**src/rtl/nand_bus_ctrl.sv**
```systemverilog
// nand_bus_ctrl: CPU-side NAND flash bus controller.
// Turns single register accesses into timed command, address, data-write and
// data-read cycles on the NAND pins. One cycle engine serialises all bus cycles.
// Firmware polls STATUS.BUSY; a launch while busy is dropped and sets the
// sticky STATUS.OVR flag.
//
// Optional feature macro: NAND_PREFETCH_EN
//   defined   : a DATA read returns rdata and, when idle, launches the next
//               read cycle (when busy it sets OVR instead).
//   undefined : DATA read only returns rdata; reads launch via STATUS bit2.
//
// Register map: 0 CMD (w), 1 ADDR (w), 2 DATA (r/w), 3 STATUS (r/w)
// STATUS read : {4'b0, OVR, 1'b0, CE, BUSY}
// STATUS write: bit1 -> CE, bit2 = 1 launches a read cycle, bit3 = 1 clears OVR
//
// state    | meaning
// ---------+------------------------------------------------------------
// S_IDLE   | no bus cycle, pins idle, BUSY = 0
// S_SETUP  | control/data set up ahead of the strobe (T_SETUP clocks)
// S_STROBE | nwe or nre held low (T_PULSE clocks), read sampled at end
// S_HOLD   | strobe released, control/data held (T_HOLD clocks)
module nand_bus_ctrl #(
  parameter int T_SETUP = 2,
  parameter int T_PULSE = 3,
  parameter int T_HOLD  = 2
) (
  input  logic       i_clk,
  input  logic       i_reset_n,
  input  logic       i_cs,
  input  logic       i_we,
  input  logic [1:0] i_addr,
  input  logic [7:0] i_din,
  output logic [7:0] o_dout,
  output logic       o_nand_oe,
  output logic [7:0] o_nand_dout,
  input  logic [7:0] i_nand_din,
  output logic       o_nce,
  output logic       o_ncle,
  output logic       o_nale,
  output logic       o_nwe,
  output logic       o_nre
);

  typedef enum logic [1:0] {S_IDLE, S_SETUP, S_STROBE, S_HOLD} state_t;
  typedef enum logic [1:0] {K_CMD, K_ADDR, K_WR, K_RD} kind_t;

  localparam logic [3:0] C_SETUP = 4'(T_SETUP - 1);
  localparam logic [3:0] C_PULSE = 4'(T_PULSE - 1);
  localparam logic [3:0] C_HOLD  = 4'(T_HOLD - 1);

  localparam logic [1:0] A_CMD    = 2'd0;
  localparam logic [1:0] A_ADDR   = 2'd1;
  localparam logic [1:0] A_DATA   = 2'd2;
  localparam logic [1:0] A_STATUS = 2'd3;

  state_t     r_state;
  kind_t      r_kind;
  logic [3:0] r_cnt;
  logic       r_ncle;
  logic       r_nale;
  logic       r_nwe;
  logic       r_nre;
  logic       r_oe;
  logic [7:0] r_nand_dout;
  logic [7:0] r_rdata;
  logic [7:0] r_dout;
  logic       r_ce;
  logic       r_ovr;

  state_t     w_state_nx;
  kind_t      w_kind_nx;
  kind_t      w_kind;
  logic [3:0] w_cnt_nx;
  logic       w_launch;
  logic       w_start;
  logic       w_ovr_set;
  logic       w_ovr_clr;
  logic       w_busy;
  logic       w_wr;
  logic       w_rd;
  logic       w_sample;
  logic       w_active_nx;
  logic       w_strobe_nx;
  logic       w_ncle_nx;
  logic       w_nale_nx;
  logic       w_nwe_nx;
  logic       w_nre_nx;
  logic       w_oe_nx;
  logic [7:0] w_status;
  logic [7:0] w_rd_mux;
  logic       w_unused_din;

  assign w_wr     = i_cs & i_we;
  assign w_rd     = i_cs & ~i_we;
  assign w_busy   = (r_state != S_IDLE);
  assign w_status = {4'b0000, r_ovr, 1'b0, r_ce, w_busy};
  assign w_sample = (r_state == S_STROBE) && (r_cnt == 4'd0);
  assign w_unused_din = &{1'b0, i_din[7:4], i_din[0]};

  // Decode register accesses into a launch request and its cycle kind.
  always_comb begin
    w_launch = 1'b0;
    w_kind   = K_CMD;
    if (w_wr) begin
      case (i_addr)
        A_CMD:    begin w_launch = 1'b1; w_kind = K_CMD;  end
        A_ADDR:   begin w_launch = 1'b1; w_kind = K_ADDR; end
        A_DATA:   begin w_launch = 1'b1; w_kind = K_WR;   end
        default:  begin w_launch = i_din[2]; w_kind = K_RD; end
      endcase
    end
`ifdef NAND_PREFETCH_EN
    if (w_rd && (i_addr == A_DATA)) begin
      w_launch = 1'b1;
      w_kind   = K_RD;
    end
`else
    // DATA reads never launch a cycle in this build.
`endif
    w_start   = w_launch & ~w_busy;
    w_ovr_set = w_launch & w_busy;
    w_ovr_clr = w_wr && (i_addr == A_STATUS) && i_din[3];
  end

  // Next-state, phase counter and next pin values for the cycle engine.
  always_comb begin
    w_state_nx = r_state;
    w_cnt_nx   = r_cnt - 4'd1;
    w_kind_nx  = r_kind;
    case (r_state)
      S_IDLE: begin
        w_cnt_nx = 4'd0;
        if (w_start) begin
          w_state_nx = S_SETUP;
          w_cnt_nx   = C_SETUP;
          w_kind_nx  = w_kind;
        end
      end
      S_SETUP: begin
        if (r_cnt == 4'd0) begin
          w_state_nx = S_STROBE;
          w_cnt_nx   = C_PULSE;
        end
      end
      S_STROBE: begin
        if (r_cnt == 4'd0) begin
          w_state_nx = S_HOLD;
          w_cnt_nx   = C_HOLD;
        end
      end
      S_HOLD: begin
        if (r_cnt == 4'd0) begin
          w_state_nx = S_IDLE;
          w_cnt_nx   = 4'd0;
        end
      end
      default: begin
        w_state_nx = S_IDLE;
        w_cnt_nx   = 4'd0;
      end
    endcase
    // Pins are registered from the next state so they switch glitch-free
    // on the same edge the state does.
    w_active_nx = (w_state_nx != S_IDLE);
    w_strobe_nx = (w_state_nx == S_STROBE);
    w_ncle_nx   = w_active_nx && (w_kind_nx == K_CMD);
    w_nale_nx   = w_active_nx && (w_kind_nx == K_ADDR);
    w_oe_nx     = w_active_nx && (w_kind_nx != K_RD);
    w_nwe_nx    = !(w_strobe_nx && (w_kind_nx != K_RD));
    w_nre_nx    = !(w_strobe_nx && (w_kind_nx == K_RD));
  end

  // CPU read data mux.
  always_comb begin
    case (i_addr)
      A_DATA:   w_rd_mux = r_rdata;
      A_STATUS: w_rd_mux = w_status;
      default:  w_rd_mux = 8'h00;
    endcase
  end

  // Cycle engine state register and registered NAND control pins.
  always_ff @(posedge i_clk) begin
    if (!i_reset_n) begin
      r_state <= S_IDLE;
      r_kind  <= K_CMD;
      r_cnt   <= 4'd0;
      r_ncle  <= 1'b0;
      r_nale  <= 1'b0;
      r_nwe   <= 1'b1;
      r_nre   <= 1'b1;
      r_oe    <= 1'b0;
    end else begin
      r_state <= w_state_nx;
      r_kind  <= w_kind_nx;
      r_cnt   <= w_cnt_nx;
      r_ncle  <= w_ncle_nx;
      r_nale  <= w_nale_nx;
      r_nwe   <= w_nwe_nx;
      r_nre   <= w_nre_nx;
      r_oe    <= w_oe_nx;
    end
  end

  // Register file: write byte latch, read sample, CE, OVR and CPU read data.
  always_ff @(posedge i_clk) begin
    if (!i_reset_n) begin
      r_nand_dout <= 8'h00;
      r_rdata     <= 8'h00;
      r_dout      <= 8'h00;
      r_ce        <= 1'b0;
      r_ovr       <= 1'b0;
    end else begin
      if (w_start && (w_kind != K_RD)) r_nand_dout <= i_din;
      if (w_sample) r_rdata <= i_nand_din;
      if (w_wr && (i_addr == A_STATUS)) r_ce <= i_din[1];
      if (w_ovr_set) r_ovr <= 1'b1;
      else if (w_ovr_clr) r_ovr <= 1'b0;
      if (w_rd) r_dout <= w_rd_mux;
    end
  end

  assign o_dout      = r_dout;
  assign o_nand_oe   = r_oe;
  assign o_nand_dout = r_nand_dout;
  assign o_nce       = ~r_ce;
  assign o_ncle      = r_ncle;
  assign o_nale      = r_nale;
  assign o_nwe       = r_nwe;
  assign o_nre       = r_nre;

endmodule
```
**config.mk**
```make
export PLATFORM = sky130hd
export DESIGN_NAME = nand_bus_ctrl
export DESIGN_NICKNAME = d
export VERILOG_FILES = /design/src/rtl/nand_bus_ctrl.sv
export SDC_FILE = /design/constraint.sdc
export NUM_CORES = 1
export LEC_CHECK = 0
export BUFFER_PORTS_ARGS = -buffer_cell sky130_fd_sc_hd__buf_4
export CAP_MARGIN = 20
export CORE_ASPECT_RATIO = 1.25
export CORE_MARGIN = 4
export CORE_UTILIZATION = 45
export DETAILED_ROUTE_END_ITERATION = 6
export PLACE_DENSITY_LB_ADDON = 0.15
export SYNTH_ARGS = -nofsm -noshare
export SYNTH_HDL_FRONTEND = slang
export SYNTH_SLANG_ARGS = --single-unit
```
**constraint.sdc**
```tcl
create_clock -name i_clk -period 1.8 [get_ports i_clk]
set_input_delay 0.18 -clock i_clk [delete_from_list [all_inputs] [get_ports i_clk]]
set_output_delay 0.18 -clock i_clk [all_outputs]
set_load 0.05 [all_outputs]
```
==> run summary, run 1 <==
====================================================================================================
Die area                                                                                    4890 um2
Antenna violations before repair                                                                   0
Clk_lat worst skew                                                                           0.28 ns
Setup Skew                                                                                0.00855 ns
Synthesized netlist cell count                                                                   189
Source of the worst register-to-register timing path                                    r_cnt[0]$_SDFF_PN0_
Number of sinks on the clock net                                                                  39
Dominant register cell in the synthesized netlist                                            dfxtp_1
Gpl congestion                                                                                 0.739
Largest net degree at the start of global routing                                                 36
Number of placed instances, taps included                                                        260
Class of the worst hold path                                                            primary input to flop
Number of placement rows                                                                          24
Area of the multi-input gates                                                                852 um2
GRT overflow                                                                                       0
Worst hold start                                                                        i_nand_din[7]
Post-CTS repair timing setup buffer count                                                          0
Number of synthesized flops with an enable pin                                                     0
Post-detailed-route DRC marker count                                                               0
Drt first pass iters                                                                               4
Height of the die                                                                            77.2 um
HPWL after detailed placement                                                                2910 um
Post-CTS resize count                                                                              0
WHS Path Cells                                                                                     3
Achievable clock frequency                                                                   632 MHz
Number of nets still failing antenna checks after routing                                          0
Placed inst area                                                                            2050 um2
Buffer levels on the longest clock path                                                            2
Hold buffer count at CTS                                                                           0
R2r worst-path depth                                                                               5
Hold Fails Final Rpt                                                                               0
Number of nets in the final layout                                                               251
Clock-pin slew reported for the worst setup and hold paths after clock tree synthesis        0.07 ns
Number of levels in the clock H-tree                                                               2
Total power density per cell area                                                        1120 nW/um2
Pleak                                                                                       0.832 nW
CP startpoint                                                                           r_cnt[0]$_SDFF_PN0_
Share of the clock period used by the worst path                                               87.9%
Element type at the critical path start                                                         flop
Final critical delay including setup and external delays                                     1.58 ns
Number of warnings printed during yosys synthesis                                                  0
Setup repair after global routing missed its margin                                            false
Clock root buffer                                                                           clkbuf_8
Cell area after technology mapping                                                          1720 um2
CP Class                                                                                flop to flop
Post-synthesis net count                                                                         212
#FFs+latches synth                                                                                39
Outcome                                                                                 finished, final reports clean
Total clock buffers created by CTS                                                                 5
Die outline width                                                                            63.4 um
Synth-to-Final Area Change                                                                     23.8%
Yosys top cell area share                                                                      45.3%
Total Neg Setup Slack                                                                           0 ns
Vias after detailed routing                                                                     1507
Clock tree from TritonCTS                                                                        yes
Worst Path Buf+Inv                                                                                 1
Port bufs                                                                                         43
Post-synthesis cell type count                                                                    40
Count of antenna diodes in the layout                                                              0
Core ar.                                                                                    3600 um2
Nature of the critical path endpoint                                                            flop
# Max-Cap Violations                                                                               0
Largest stage delay on the critical path                                                     0.38 ns
I/O pins                                                                                          44
Sum of routed wire length over all layers                                                    3990 um
Crit-path leading delay family                                                          compound AO/OA/AOI/OAI gates
Fill cell total of the finished layout                                                           339
Average size of a mapped cell                                                               9.12 um2
Non-filler instance count after layout                                                           268
Relative max-transition margin                                                                 69.8%
Max-slew violation count                                                                           0
WP depth                                                                                           5
First-pass GRT wire length                                                                   6840 um
Layout cells sized above 1                                                                     26.6%
Data required, critical path                                                                 1.95 ns
Area of all sequential standard cells                                                        781 um2
Via count of the first global-routing pass                                                      1545
Slew at the pin closest to its max-slew limit                                               0.449 ns
Synth area leaders                                                                      dfxtp_1, o21ai_0, nand3_1, a21boi_0, a21boi_1
Largest vdd supply drop                                                                     0.509 mV
Via-per-instance ratio                                                                          5.62
Critical path fanouts, max                                                                         6
Worst-path cell chain                                                                   inv_1, ha_1, or3b_1, o21ai_0, a21oi_1
Count of final setup violators                                                                     0
Total Power                                                                                  2.39 mW
Area leader, netlist                                                                         dfxtp_1
Fraction of the yosys area taken by sequential cells                                           45.3%
WL per Instance                                                                              14.9 um
Combined global-route utilization of all metal layers                                          17.1%
Number of design-rule violations left by the first detailed-router iteration                     107
Arr. time, crit path                                                                         1.73 ns
Fin area                                                                                    2130 um2
Initial cell density of the core                                                               47.8%
Critical-path top delay cell                                                                  or3b_1
Ys async rst share                                                                                0%
====================================================================================================
## worst reg2reg max path: stages, from the launching register on
cell and delay, ns:
dfxtp_1 0.34, inv_1 0.07, ha_1 0.23, or3b_1 0.38, o21ai_0 0.36, a21oi_1 0.08
## per-stage QoR
step | hold slack [ns] | util (%) | worst slack (ns)
2_1_floorplan | 0.327 | - | 0.369
3_3_place_gp | 0.445 | 57.0 | 0.295
3_5_place_dp | 0.453 | 57.0 | 0.222
4_1_cts | 0.156 | 59.2 | 0.215
5_1_grt | 0.157 | 59.2 | 0.0632
6_report | 0.160 | 59.2 | 0.218
## where the power goes
group / internal (mW) / switching [mW]
sequential: 0.964 / 0.0870
clock: 0.272 / 0.276
combinational: 0.314 / 0.478
## area by class of cell
cell class	count	share of cell area [%]
inverter	5	0.879
clock buffer	7	3.58
sequential	39	36.6
tap	39	2.29
timing repair buffer	47	16.5
clock inverter	1	0.234
multi-input combinational	130	39.9
## cell usage after synthesis (3+ instances only)
library cell	number
dfxtp_1	39
nor3_1	3
nor2_1	4
o21ai_0	24
a21boi_1	9
nor2b_1	8
nand2b_1	3
nand3_1	16
and2_1	3
inv_1	5
nand2_1	6
clkbuf_1	6
a21oi_1	6
a22oi_1	7
buf_2	6
a21boi_0	10
## path summary, 6_finish.rpt
kind	slack, ns	to
min reg2reg	0.48	r_rdata[3]$_SDFFE_PN0P_
min	0.16	r_rdata[7]$_SDFFE_PN0P_
max reg2reg	0.22	o_nand_oe$_SDFF_PN0_
max	0.22	o_nand_oe$_SDFF_PN0_
## registers in the layout, indices dropped and copies added, names as in the netlist, 2 cells and up
name / count
r_kind: 2
o_nand_dout: 8
r_state: 2
o_dout: 8
r_rdata: 8
r_cnt: 4
## metal layers
layer / share of wire (%) / GRT usage (%)
met5: 0 / 0
met3: 5.3 / 4.24
met2: 52 / 31.7
met1: 42 / 19.3
met4: 0.38 / 4.32
## kinds of logic (layout without fill, tap and decap cells)
| logic type | count (synthesis) | count (layout) | share of synthesized area, % |
|---|---|---|---|
| XOR/XNOR | 1 | 1 | 0.508 |
| flip-flops | 39 | 39 | 45.3 |
| buffers and inverters | 20 | 60 | 5.30 |
| multiplexers | 3 | 3 | 1.89 |
| AO/OA/AOI/OAI | 65 | 65 | 24.9 |
| adder cells (fa/ha/maj) | 1 | 1 | 0.726 |
| AND/OR/NAND/NOR | 60 | 60 | 21.4 |
## placed cells by master (no fill, tap or decap), drive strengths merged
cell / count
xnor2: 1
nor2: 4
nor3b: 1
nand3b: 2
a211o: 1
clkbuf: 7
and4: 1
o21ai: 24
or3b: 2
inv: 5
mux2: 2
o31a: 1
o211ai: 1
nand2: 6
dfxtp: 39
ha: 1
a22oi: 7
nand4bb: 2
a211oi: 1
or3: 2
nand4: 2
o311a: 1
nand3: 17
nand2b: 3
buf: 47
and3b: 2
nor2b: 8
o221a: 2
a21boi: 19
nor3: 3
clkinv: 1
a21oi: 6
o22ai: 1
o21a: 1
mux2i: 1
and2: 3
and4bb: 2
No activity file was read; power rests on OpenSTA's default activity.
==> run 2, diff against run 1 <==
--- a/config.mk
+++ b/config.mk
@@ -12,6 +12,7 @@
 export CORE_UTILIZATION = 45
 export DETAILED_ROUTE_END_ITERATION = 6
 export PLACE_DENSITY_LB_ADDON = 0.15
+export SETUP_SLACK_MARGIN = 0.4
 export SYNTH_ARGS = -nofsm -noshare
 export SYNTH_HDL_FRONTEND = slang
 export SYNTH_SLANG_ARGS = --single-unit
==> run 2 against run 1 <==
Non-clock buffer count decreased by 2. Critical endpoint is now r_rdata[2]$_SDFFE_PN0P_. Global-route usage increased by 1.2 points. Sequential power about the same. Setup slack improved by 0.22 ns. Wire length increased by 6.0%.
==> run summary, run 2 (synthesized netlist as in run 1, its figures left out) <==
====================================================================================================
Via count of the first global-routing pass                                                      1568   +1.5%
Critical path fanouts, max                                                                         7   +1
Via-per-instance ratio                                                                          5.83   +3.7%
Max-slew violation count                                                                           0   unchanged
Nature of the critical path endpoint                                                            flop
Achievable clock frequency                                                                   732 MHz   +16%
Most used cells in the layout excluding fill and tap cells                              buf_4, dfxtp_1, o21ai_0
Die area                                                                                    4890 um2   unchanged
WL per Instance                                                                              15.9 um   +6.8%
Die outline width                                                                            63.4 um   unchanged
Area of the multi-input gates                                                                930 um2   +9.1%
Worst-path cell chain                                                                   inv_2, ha_4, or3b_4, o21ai_0, a21boi_1
Setup slack after layout                                                                    0.434 ns   +0.216 ns
Fraction of power consumed by the clock network                                                23.2%   +0.3 points
Sum of routed wire length over all layers                                                    4230 um   +6.0%
CP Class                                                                                flop to flop
Switching part of the total                                                                    35.6%   +0.48 points
Setup Skew                                                                                0.00585 ns   -0.00270 ns
Gpl congestion                                                                                 0.747   +1.1%
Combined global-route utilization of all metal layers                                          18.4%   +1.2 points
Height of the die                                                                            77.2 um   unchanged
Layout cells sized above 1                                                                     32.6%   +6.0 points
First-pass GRT wire length                                                                   7240 um   +5.9%
HPWL after detailed placement                                                                2950 um   +1.4%
Number of nets still failing antenna checks after routing                                          0   unchanged
Buffer levels on the longest clock path                                                            2   unchanged
GRT overflow                                                                                       0   unchanged
Data required, critical path                                                                 1.98 ns   +0.03 ns
Arr. time, crit path                                                                         1.54 ns   -0.19 ns
Vias after detailed routing                                                                     1551   +2.9%
Switching power                                                                             0.918 mW   +9.2%
Area of all sequential standard cells                                                        785 um2   +0.48%
Number of design-rule violations left by the first detailed-router iteration                     120   +12%
Setup repair after global routing missed its margin                                             true
Synth-to-Final Area Change                                                                     28.2%
Antenna violations before repair                                                                   0   unchanged
Initial cell density of the core                                                               47.8%   unchanged
Pleak                                                                                       0.846 nW   +1.7%
Final critical delay including setup and external delays                                     1.37 ns   -0.216 ns
Slew at the pin closest to its max-slew limit                                               0.407 ns   -0.0419 ns
Post-detailed-route DRC marker count                                                               0   unchanged
Drt first pass iters                                                                               4   unchanged
Port bufs                                                                                         43   unchanged
Element type at the critical path start                                                         flop
Number of nets in the final layout                                                               250   -0.40%
Largest stage delay on the critical path                                                     0.43 ns   +0.05 ns
Number of levels in the clock H-tree                                                               2   unchanged
Largest vdd supply drop                                                                     0.579 mV   +14%
Critical-path top delay cell                                                                  or3b_4
Outcome                                                                                 finished, final reports clean
Most common cell after layout, fill and taps aside                                             buf_4
Clock root buffer                                                                           clkbuf_8
Total clock buffers created by CTS                                                                 5   unchanged
Post-CTS repair timing setup buffer count                                                          0   unchanged
Number of sinks on the clock net                                                                  39   unchanged
Count of final setup violators                                                                     0   unchanged
Total power density per cell area                                                        1160 nW/um2   +4.0%
Portion of total power attributed to combinational logic                                       35.1%   +2.0 points
Share of the clock period used by the worst path                                               75.9%   -12 points
Count of antenna diodes in the layout                                                              0   unchanged
Relative max-transition margin                                                                 72.6%   +2.8 points
Fill cell total of the finished layout                                                           336   -0.88%
Class of the worst hold path                                                            primary input to flop
Clock tree from TritonCTS                                                                        yes
Core ar.                                                                                    3600 um2   unchanged
Hold Fails Final Rpt                                                                               0   unchanged
I/O pins                                                                                          44   unchanged
Minimum setup slack after placement                                                         0.213 ns   -0.00913 ns
Portion of total power attributed to sequential cells                                          41.7%   -2.3 points
# Max-Cap Violations                                                                               0   unchanged
Clk_lat worst skew                                                                           0.29 ns   about the same
Clock-pin slew reported for the worst setup and hold paths after clock tree synthesis        0.07 ns   about the same
Largest net degree at the start of global routing                                                 36   unchanged
Total Neg Setup Slack                                                                           0 ns   unchanged
P_int                                                                                        1.66 mW   +6.9%
Internal reg-to-reg setup slack                                                              0.43 ns   +0.22 ns
Number of placement rows                                                                          24   unchanged
====================================================================================================
==> run 2: changes by cell type in the layout (fill, tap and decap cells not counted), moves of 2 or more <==
cell and delta:
o21ai_0 -7, o21ai_1 +5, buf_4 -3, dfxtp_1 -3
dfxtp_2 +3, clkbuf_1 -2, inv_1 -2, inv_2 +2
or3b_4 +2
==> run 2: metal layers <==
layer	vias up	routed length (um)	track usage (%)
met5	-	0	0
met4	0	51	8.21
met3	5	265	4.24
met2	48	2190	31.8
met1	734	1720	21.2
li1	764	-	-
==> run 2: worst max-delay path, delay by kind of cell, from the launching register on <==
family | cells | cell delay (ns)
simple gates | 1 | 0.43
flops | 1 | 0.34
buf+inv | 1 | 0.07
compound gates | 2 | 0.25
fa+ha+maj | 1 | 0.16
==> run 2: worst paths after layout <==
kind / cells after the start / endpoint / start
hold reg to reg: 2 / o_dout[0]$_SDFFE_PN0P_ / o_dout[0]$_SDFFE_PN0P_
setup / recovery: 5 / r_rdata[2]$_SDFFE_PN0P_ / r_cnt[0]$_SDFF_PN0_
hold / removal: 3 / r_rdata[7]$_SDFFE_PN0P_ / i_nand_din[7]
setup reg to reg: 5 / r_rdata[2]$_SDFFE_PN0P_ / r_cnt[0]$_SDFF_PN0_
==> run 2: timing repair <==
| item | in CTS | in global routing |
|---|---|---|
| setup endpoints to repair | 24 | 18 |
| resized for setup | 10 | 13 |
| pin swaps | 0 | 3 |
| hold buffers | 0 | 0 |
| gates cloned | 1 | 0 |
==> run 2: area by class of cell <==
cell class,instances,share of cell area (%)
Tap cell,39,2.21
Clock inverter,1,0.226
Timing Repair Buffer,45,15.4
Multi-Input combinational cell,131,42.0
Inverter,5,0.849
Sequential cell,39,35.5
Clock buffer,6,3.74
==> run 2: power groups by stage <==
stage / registers [mW] / logic [mW] / clock network [mW]
final: 1.07 / 0.905 / 0.598
after global placement: 1.07 / 0.774 / 0
after floorplan: 1.15 / 0.527 / 0
after detailed placement: 1.08 / 0.799 / 0
after CTS: 1.06 / 0.865 / 0.611
after global routing: 1.09 / 0.983 / 0.643
==> run 2: stage by stage <==
stage	instances	cell area (um2)	hold WS [ns]	utilization [%]	power, mW
final	266	2210	0.146	61.4	2.58
after global routing	266	2210	0.145	61.4	2.71
after CTS	266	2190	0.140	60.7	2.54
after detailed placement	258	2050	0.449	57.0	1.87
after global placement	258	2050	0.444	57.0	1.84
after floorplan	189	1750	0.327	-	1.68
